File: src/rtl/weight_sched_pkg.sv
// Shared types and defaults for the weight-load scheduler: FSM encoding,
// width defaults and the bank-select helper.
package weight_sched_pkg;

    localparam int DEF_DATA_W = 64;
    localparam int DEF_ADDR_W = 10;
    localparam int DEF_LEN_W  = 11;
    localparam int DEF_TILE_W = 8;
    localparam int BANKS      = 2;

    typedef enum logic [2:0] {
        ST_IDLE      = 3'd0,
        ST_WAIT_BANK = 3'd1,
        ST_LOAD      = 3'd2,
        ST_COMMIT    = 3'd3,
        ST_DRAIN     = 3'd4,
        ST_DONE      = 3'd5
    } sched_state_e;

    function automatic logic [BANKS-1:0] bank_mask(input logic bank);
        bank_mask = bank ? 2'b10 : 2'b01;
    endfunction

endpackage

File: src/rtl/weight_load_sched_bank_tracker.sv
// Per-bank "holds a complete tile" flags. A set on a bank wins over a
// release of the same bank in the same cycle.
module bank_tracker
    import weight_sched_pkg::*;
(
    input  logic             clk,
    input  logic             rst,
    input  logic             set_en,
    input  logic             set_bank,
    input  logic [BANKS-1:0] release_mask,
    output logic [BANKS-1:0] full
);

    logic [BANKS-1:0] full_q;
    logic [BANKS-1:0] full_d;

    // Next flag state: drop released banks, then apply the set.
    always_comb begin
        full_d = full_q & ~release_mask;
        if (set_en) begin
            full_d = full_d | bank_mask(set_bank);
        end else begin
            full_d = full_d;
        end
    end

    // Flag register.
    always_ff @(posedge clk or posedge rst) begin
        if (rst) begin
            full_q <= {BANKS{1'b0}};
        end else begin
            full_q <= full_d;
        end
    end

    assign full = full_q;

endmodule

File: src/rtl/weight_load_sched.sv
// Streams cfg_tiles tiles of cfg_len weight beats into a ping-pong buffer,
// waiting for the engine to release a bank before refilling it.
module weight_load_sched
    import weight_sched_pkg::*;
#(
    parameter int DATA_W = DEF_DATA_W,
    parameter int ADDR_W = DEF_ADDR_W,
    parameter int LEN_W  = DEF_LEN_W,
    parameter int TILE_W = DEF_TILE_W
) (
    input  logic              sclk,
    input  logic              s_rst,
    input  logic              cfg_start,
    input  logic [LEN_W-1:0]  cfg_len,
    input  logic [TILE_W-1:0] cfg_tiles,
    output logic              busy,
    output logic              done,
    output logic              err_last,
    input  logic [DATA_W-1:0] s_weight_data,
    input  logic              s_weight_valid,
    input  logic              s_weight_last,
    output logic              s_weight_ready,
    output logic              buf_wr_en,
    output logic              buf_wr_bank,
    output logic [ADDR_W-1:0] buf_wr_addr,
    output logic [DATA_W-1:0] buf_wr_data,
    output logic [1:0]        bank_full,
    input  logic [1:0]        bank_release
);

    sched_state_e      state_q, state_d;
    logic              ptr_q, ptr_d;
    logic [LEN_W-1:0]  beat_cnt_q, beat_cnt_d;
    logic [LEN_W-1:0]  len_q, len_d;
    logic [TILE_W-1:0] tile_cnt_q, tile_cnt_d;
    logic [TILE_W-1:0] tiles_q, tiles_d;
    logic              busy_q, busy_d;
    logic              done_q, done_d;
    logic              err_q, err_d;
    logic              ready_q, ready_d;
    logic              wr_en_q, wr_en_d;
    logic              wr_bank_q, wr_bank_d;
    logic [ADDR_W-1:0] wr_addr_q, wr_addr_d;
    logic [DATA_W-1:0] wr_data_q, wr_data_d;

    logic              handshake;
    logic              final_beat;
    logic              commit_set;
    logic [TILE_W-1:0] tile_cnt_inc;
    logic [BANKS-1:0]  bank_full_s;

    assign handshake    = s_weight_valid & ready_q;
    assign final_beat   = (beat_cnt_q == (len_q - LEN_W'(1)));
    assign tile_cnt_inc = tile_cnt_q + TILE_W'(1);

    bank_tracker u_bank_tracker (
        .clk          (sclk),
        .rst          (s_rst),
        .set_en       (commit_set),
        .set_bank     (ptr_q),
        .release_mask (bank_release),
        .full         (bank_full_s)
    );

    // Sequencing FSM, counters, write pipeline and last-flag checker.
    always_comb begin
        state_d    = state_q;
        ptr_d      = ptr_q;
        beat_cnt_d = beat_cnt_q;
        len_d      = len_q;
        tile_cnt_d = tile_cnt_q;
        tiles_d    = tiles_q;
        err_d      = err_q;
        wr_en_d    = 1'b0;
        wr_bank_d  = wr_bank_q;
        wr_addr_d  = wr_addr_q;
        wr_data_d  = wr_data_q;
        commit_set = 1'b0;

        case (state_q)
            ST_IDLE: begin
                if (cfg_start) begin
                    len_d      = cfg_len;
                    tiles_d    = cfg_tiles;
                    err_d      = 1'b0;
                    beat_cnt_d = {LEN_W{1'b0}};
                    tile_cnt_d = {TILE_W{1'b0}};
                    // Both banks are empty after a completed layer, so every layer starts on bank 0.
                    ptr_d      = 1'b0;
                    if ((cfg_len == {LEN_W{1'b0}}) || (cfg_tiles == {TILE_W{1'b0}})) begin
                        state_d = ST_DONE;
                    end else begin
                        state_d = ST_WAIT_BANK;
                    end
                end else begin
                    state_d = ST_IDLE;
                end
            end
            ST_WAIT_BANK: begin
                if (!bank_full_s[ptr_q]) begin
                    state_d = ST_LOAD;
                end else begin
                    state_d = ST_WAIT_BANK;
                end
            end
            ST_LOAD: begin
                if (handshake) begin
                    wr_en_d    = 1'b1;
                    wr_bank_d  = ptr_q;
                    wr_addr_d  = beat_cnt_q[ADDR_W-1:0];
                    wr_data_d  = s_weight_data;
                    beat_cnt_d = beat_cnt_q + LEN_W'(1);
                    // Framing follows cfg_len; the source's last flag is only checked.
                    if (s_weight_last != final_beat) begin
                        err_d = 1'b1;
                    end else begin
                        err_d = err_q;
                    end
                    if (final_beat) begin
                        state_d = ST_COMMIT;
                    end else begin
                        state_d = ST_LOAD;
                    end
                end else begin
                    state_d = ST_LOAD;
                end
            end
            ST_COMMIT: begin
                commit_set = 1'b1;
                ptr_d      = ~ptr_q;
                tile_cnt_d = tile_cnt_inc;
                beat_cnt_d = {LEN_W{1'b0}};
                if (tile_cnt_inc == tiles_q) begin
                    state_d = ST_DRAIN;
                end else begin
                    state_d = ST_WAIT_BANK;
                end
            end
            ST_DRAIN: begin
                if (bank_full_s == 2'b00) begin
                    state_d = ST_DONE;
                end else begin
                    state_d = ST_DRAIN;
                end
            end
            ST_DONE: begin
                state_d = ST_IDLE;
            end
            default: begin
                state_d = ST_IDLE;
            end
        endcase

        busy_d  = (state_d != ST_IDLE);
        ready_d = (state_d == ST_LOAD);
        done_d  = (state_q == ST_DONE);
    end

    // State, counter and output registers.
    always_ff @(posedge sclk or posedge s_rst) begin
        if (s_rst) begin
            state_q    <= ST_IDLE;
            ptr_q      <= 1'b0;
            beat_cnt_q <= {LEN_W{1'b0}};
            len_q      <= {LEN_W{1'b0}};
            tile_cnt_q <= {TILE_W{1'b0}};
            tiles_q    <= {TILE_W{1'b0}};
            busy_q     <= 1'b0;
            done_q     <= 1'b0;
            err_q      <= 1'b0;
            ready_q    <= 1'b0;
            wr_en_q    <= 1'b0;
            wr_bank_q  <= 1'b0;
            wr_addr_q  <= {ADDR_W{1'b0}};
            wr_data_q  <= {DATA_W{1'b0}};
        end else begin
            state_q    <= state_d;
            ptr_q      <= ptr_d;
            beat_cnt_q <= beat_cnt_d;
            len_q      <= len_d;
            tile_cnt_q <= tile_cnt_d;
            tiles_q    <= tiles_d;
            busy_q     <= busy_d;
            done_q     <= done_d;
            err_q      <= err_d;
            ready_q    <= ready_d;
            wr_en_q    <= wr_en_d;
            wr_bank_q  <= wr_bank_d;
            wr_addr_q  <= wr_addr_d;
            wr_data_q  <= wr_data_d;
        end
    end

    assign busy           = busy_q;
    assign done           = done_q;
    assign err_last       = err_q;
    assign s_weight_ready = ready_q;
    assign buf_wr_en      = wr_en_q;
    assign buf_wr_bank    = wr_bank_q;
    assign buf_wr_addr    = wr_addr_q;
    assign buf_wr_data    = wr_data_q;
    assign bank_full      = bank_full_s;

endmodule

File: config.mk
export PLATFORM = sky130hd
export DESIGN_NAME = weight_load_sched
export DESIGN_NICKNAME = d
export VERILOG_FILES = /design/src/rtl/weight_sched_pkg.sv /design/src/rtl/weight_load_sched_bank_tracker.sv /design/src/rtl/weight_load_sched.sv
export SDC_FILE = /design/constraint.sdc
export NUM_CORES = 1
export LEC_CHECK = 0
export ABC_AREA = 1
export CORE_ASPECT_RATIO = 1.25
export CORE_UTILIZATION = 30
export CTS_CLUSTER_DIAMETER = 100
export CTS_CLUSTER_SIZE = 16
export DETAILED_ROUTE_END_ITERATION = 7
export GPL_TIMING_DRIVEN = 0
export PLACE_DENSITY = 0.51
export SYNTH_ARGS = -nofsm -noshare
export SYNTH_HDL_FRONTEND = slang
export SYNTH_SLANG_ARGS = --single-unit
File: constraint.sdc
create_clock -name sclk -period 10.9 [get_ports sclk]
set_input_delay 1.635 -clock sclk [delete_from_list [all_inputs] [get_ports sclk]]
set_output_delay 1.635 -clock sclk [all_outputs]
set_load 0.03 [all_outputs]
==> metrics.md <==
| Metric | Value |
|---|---|
| Synth Net Count | `795` |
| Fin. max-slew vios | `0` |
| Vias/cell | `4.43` |
| Fin Clk Skew | `0.00493 ns` |
| Total Neg Setup Slack | `0 ns` |
| Commonest non-fill, non-tap cells in the layout | `324 x nand2_1, 171 x clkdlybuf4s50_1, 124 x dfrtp_1` |
| CP peak stage delay | `0.75 ns` |
| Crit path launch type | `register` |
| Clk slew on worst S/H paths | `0.06 ns` |
| Area delta synth->final | `46.1%` |
| IO buf count | `171` |
| I/O pin count | `172` |
| Peak supply drop | `0.000118 V` |
| Starting Density | `0.309` |
| Final critical-path share of the clock period | `0.290` |
| GRT Total Usage | `0.179` |
| Synth top area cells | `dfrtp_1 55%, nand2_1 22%, inv_1 3.8%` |
| Post-synthesis cell count | `702` |
| Worst Reg-to-Reg Cells | `13` |
| YS warnings | `0` |
| Outcome | `finished clean` |
| Critical path arrival | `1.52 ns` |
| Synth area leader | `dfrtp_1` |
| Delay-heaviest family, CP | `buffers and inverters` |
| Final setup vio count | `0` |
| Metal3 WL | `821 um` |
| Die height | `155 um` |
| Die Width | `125 um` |
| Die area | `0.0193 mm2` |
| Post-CTS Resized | `0` |
| Worst R2R End | `s_weight_ready$_DFF_PP0_` |
| CP startpoint | `buf_wr_addr[9]$_DFFE_PP0P_` |
| Row Count | `55` |
| # DRC | `0` |
| Setup CP Type | `register to output port` |
| Routed WL | `16100 um` |
| Met2 wire length | `7760 um` |
| Vias | `5020` |
| Starting DRT DRC Count | `208` |
| Leak | `3.95 nW` |
| Initial DRT Pass Iterations | `4` |
| CTS Hold Bufs | `0` |
| Launch point of the worst hold path | `buf_wr_data[19]$_DFFE_PP0P_` |
| Minimum clock period | `3.16 ns` |
| Total grt overflow | `0` |
| CP Buf/Inv Count | `1` |
| # clock sinks | `124` |
| HPWL after DPL | `12300 um` |
| Antenna viol nets, final | `0` |
| Yosys reg bits | `124` |
| Worst Tran Pin Value | `0.552 ns` |
| Diodes inserted | `0` |
| Crit Path Max Fanout | `2` |
| Syn Std Cell Area | `0.00563 mm2` |
| Fin nets | `986` |
| Core ar. | `0.0182 mm2` |
| Mapped Avg Cell Area | `8.03 um2` |
| Crit path max-delay cell type | `clkdlybuf4s50_1` |
| Commonest non-fill, non-tap cell in the layout | `nand2_1` |
| Root buffer cell | `clkbuf_16` |
| Worst Hold Endpoint | `buf_wr_data[19]$_DFFE_PP0P_` |
| CP endpoint kind | `output port` |
| Max-cap violations | `0` |
| Worst Hold Depth | `2` |
| Worst Hold Class | `register to register` |
| First-pass GRT wire length | `26700 um` |
| Final Non-Filler Cells | `1134` |
| CTS tree | `built` |
| Yosys cell types | `32` |
| Clk_lat worst skew | `0.42 ns` |
| R2r setup slk | `8.91 ns` |
| H-tree depth | `4` |
| DP Cell Count | `1102` |
| Fin. Hold Viols | `0` |
| Postcts setup bufs | `0` |
| RSZ-0062 raised after global routing | `false` |
| PwrDens | `267 mW/mm2` |
| Vias in the first global route | `5009` |
| Critical Path RT | `9.27 ns` |
| WL met1 | `7290 um` |
| Initial antenna violation count | `0` |
| Gpl congestion | `0.767` |
| Critical R2R Launch | `len_q[0]$_DFFE_PP0P_` |
| Pin count of the biggest net entering global routing | `92` |
| Top Metal Used | `met4` |
| Share of layout cells above drive strength 1 | `0.0751` |
| Post-synthesis sequential area ratio | `0.551` |
| Fmax achieved | `0.316 GHz` |
| Avg WL per Cell | `14.2 um` |
| Rel. slew slack | `0.632` |
| CTS Buf Count | `17` |
| Top cell type's share of synthesized area | `0.551` |
| Clk buf depth | `2` |
| Worst path cell trace | `clkdlybuf4s50_1` |
## state kept, by name (all words and copies together), names as in the netlist, 2 cells and up
signal and cells:
buf_wr_data 64, beat_cnt_q 11, len_q 11, buf_wr_addr 10
tile_cnt_q 8, tiles_q 8, state_q 3, u_bank_tracker.full 2
## area by class of cell
type / count / area [um2]
clock inverters: 13 / 125
well taps: 228 / 285
flip-flops and latches: 124 / 3100
inverters: 62 / 238
fillers: 1867 / 10000
plain buffers: 21 / 104
repair buffers: 172 / 1740
clock buffers: 19 / 443
multi-input cells: 495 / 2190
## worst max-delay path by stage
stage	cells after the start	end
after floorplan	1	beat_cnt_q[0]$_DFFE_PP0P_
after global placement	2	tiles_q[6]$_DFFE_PP0P_
after detailed placement	7	buf_wr_data[35]$_DFFE_PP0P_
after CTS	1	buf_wr_addr[8]
after global routing	1	buf_wr_addr[8]
final	1	buf_wr_addr[9]
## where the power goes
group,internal [mW],total [mW],leakage [nW],switching (mW)
Sequential,0.618,0.715,1.61,0.0966
Combinational,0.365,0.941,2.06,0.577
Clock,0.339,0.544,0.274,0.205
## routing by layer
| metal | global-route usage | vias up |
|---|---|---|
| met1 | 0.221 | 2263 |
| met3 | 0.0406 | 18 |
| met4 | 0.0706 | 0 |
| li1 | - | 2587 |
| met2 | 0.302 | 152 |
| met5 | 0 | - |
## synthesized netlist by cell type, drive strengths merged
cell type / instances
xnor2: 5
buf: 16
nor3: 12
nor2: 42
inv: 62
o2bb2ai: 1
nor3b: 1
dfrtp: 124
a21oi: 8
xor2: 4
clkbuf: 5
o21ai: 38
nand3: 33
nand4: 9
nand2: 326
ha: 3
a31oi: 2
a22o: 1
nand3b: 2
nor4: 2
o21bai: 2
o22ai: 4
## worst min-delay path: stages (launching register included)
cell	delay [ns]
dfrtp_1	0.34
nand2_1	0.05
nand2_1	0.05
## logic make-up (layout without fill, tap and decap cells)
kind of cell,count (synthesis),after routing,synth area share
flops,124,124,0.551
fa+ha+maj,3,3,0.00666
buf+inv,83,287,0.0597
xor+xnor,9,9,0.0140
compound gates,56,56,0.0540
simple gates,427,427,0.315
## through the flow
stage | area [um2] | hold WS [ns] | total power, mW | worst slack, ns | utilization
floorplan | 5630 | 0.455 | 1.29 | 5.97 | -
global placement | 7630 | 0.453 | 1.67 | 3.83 | 0.418
detailed placement | 7660 | 0.458 | 1.68 | 7.60 | 0.420
CTS | 8230 | 0.473 | 2.23 | 7.69 | 0.451
global route | 8230 | 0.495 | 2.35 | 7.67 | 0.451
finish | 8230 | 0.468 | 2.20 | 7.74 | 0.451
Note: power is estimated with default switching activity, not from simulation.
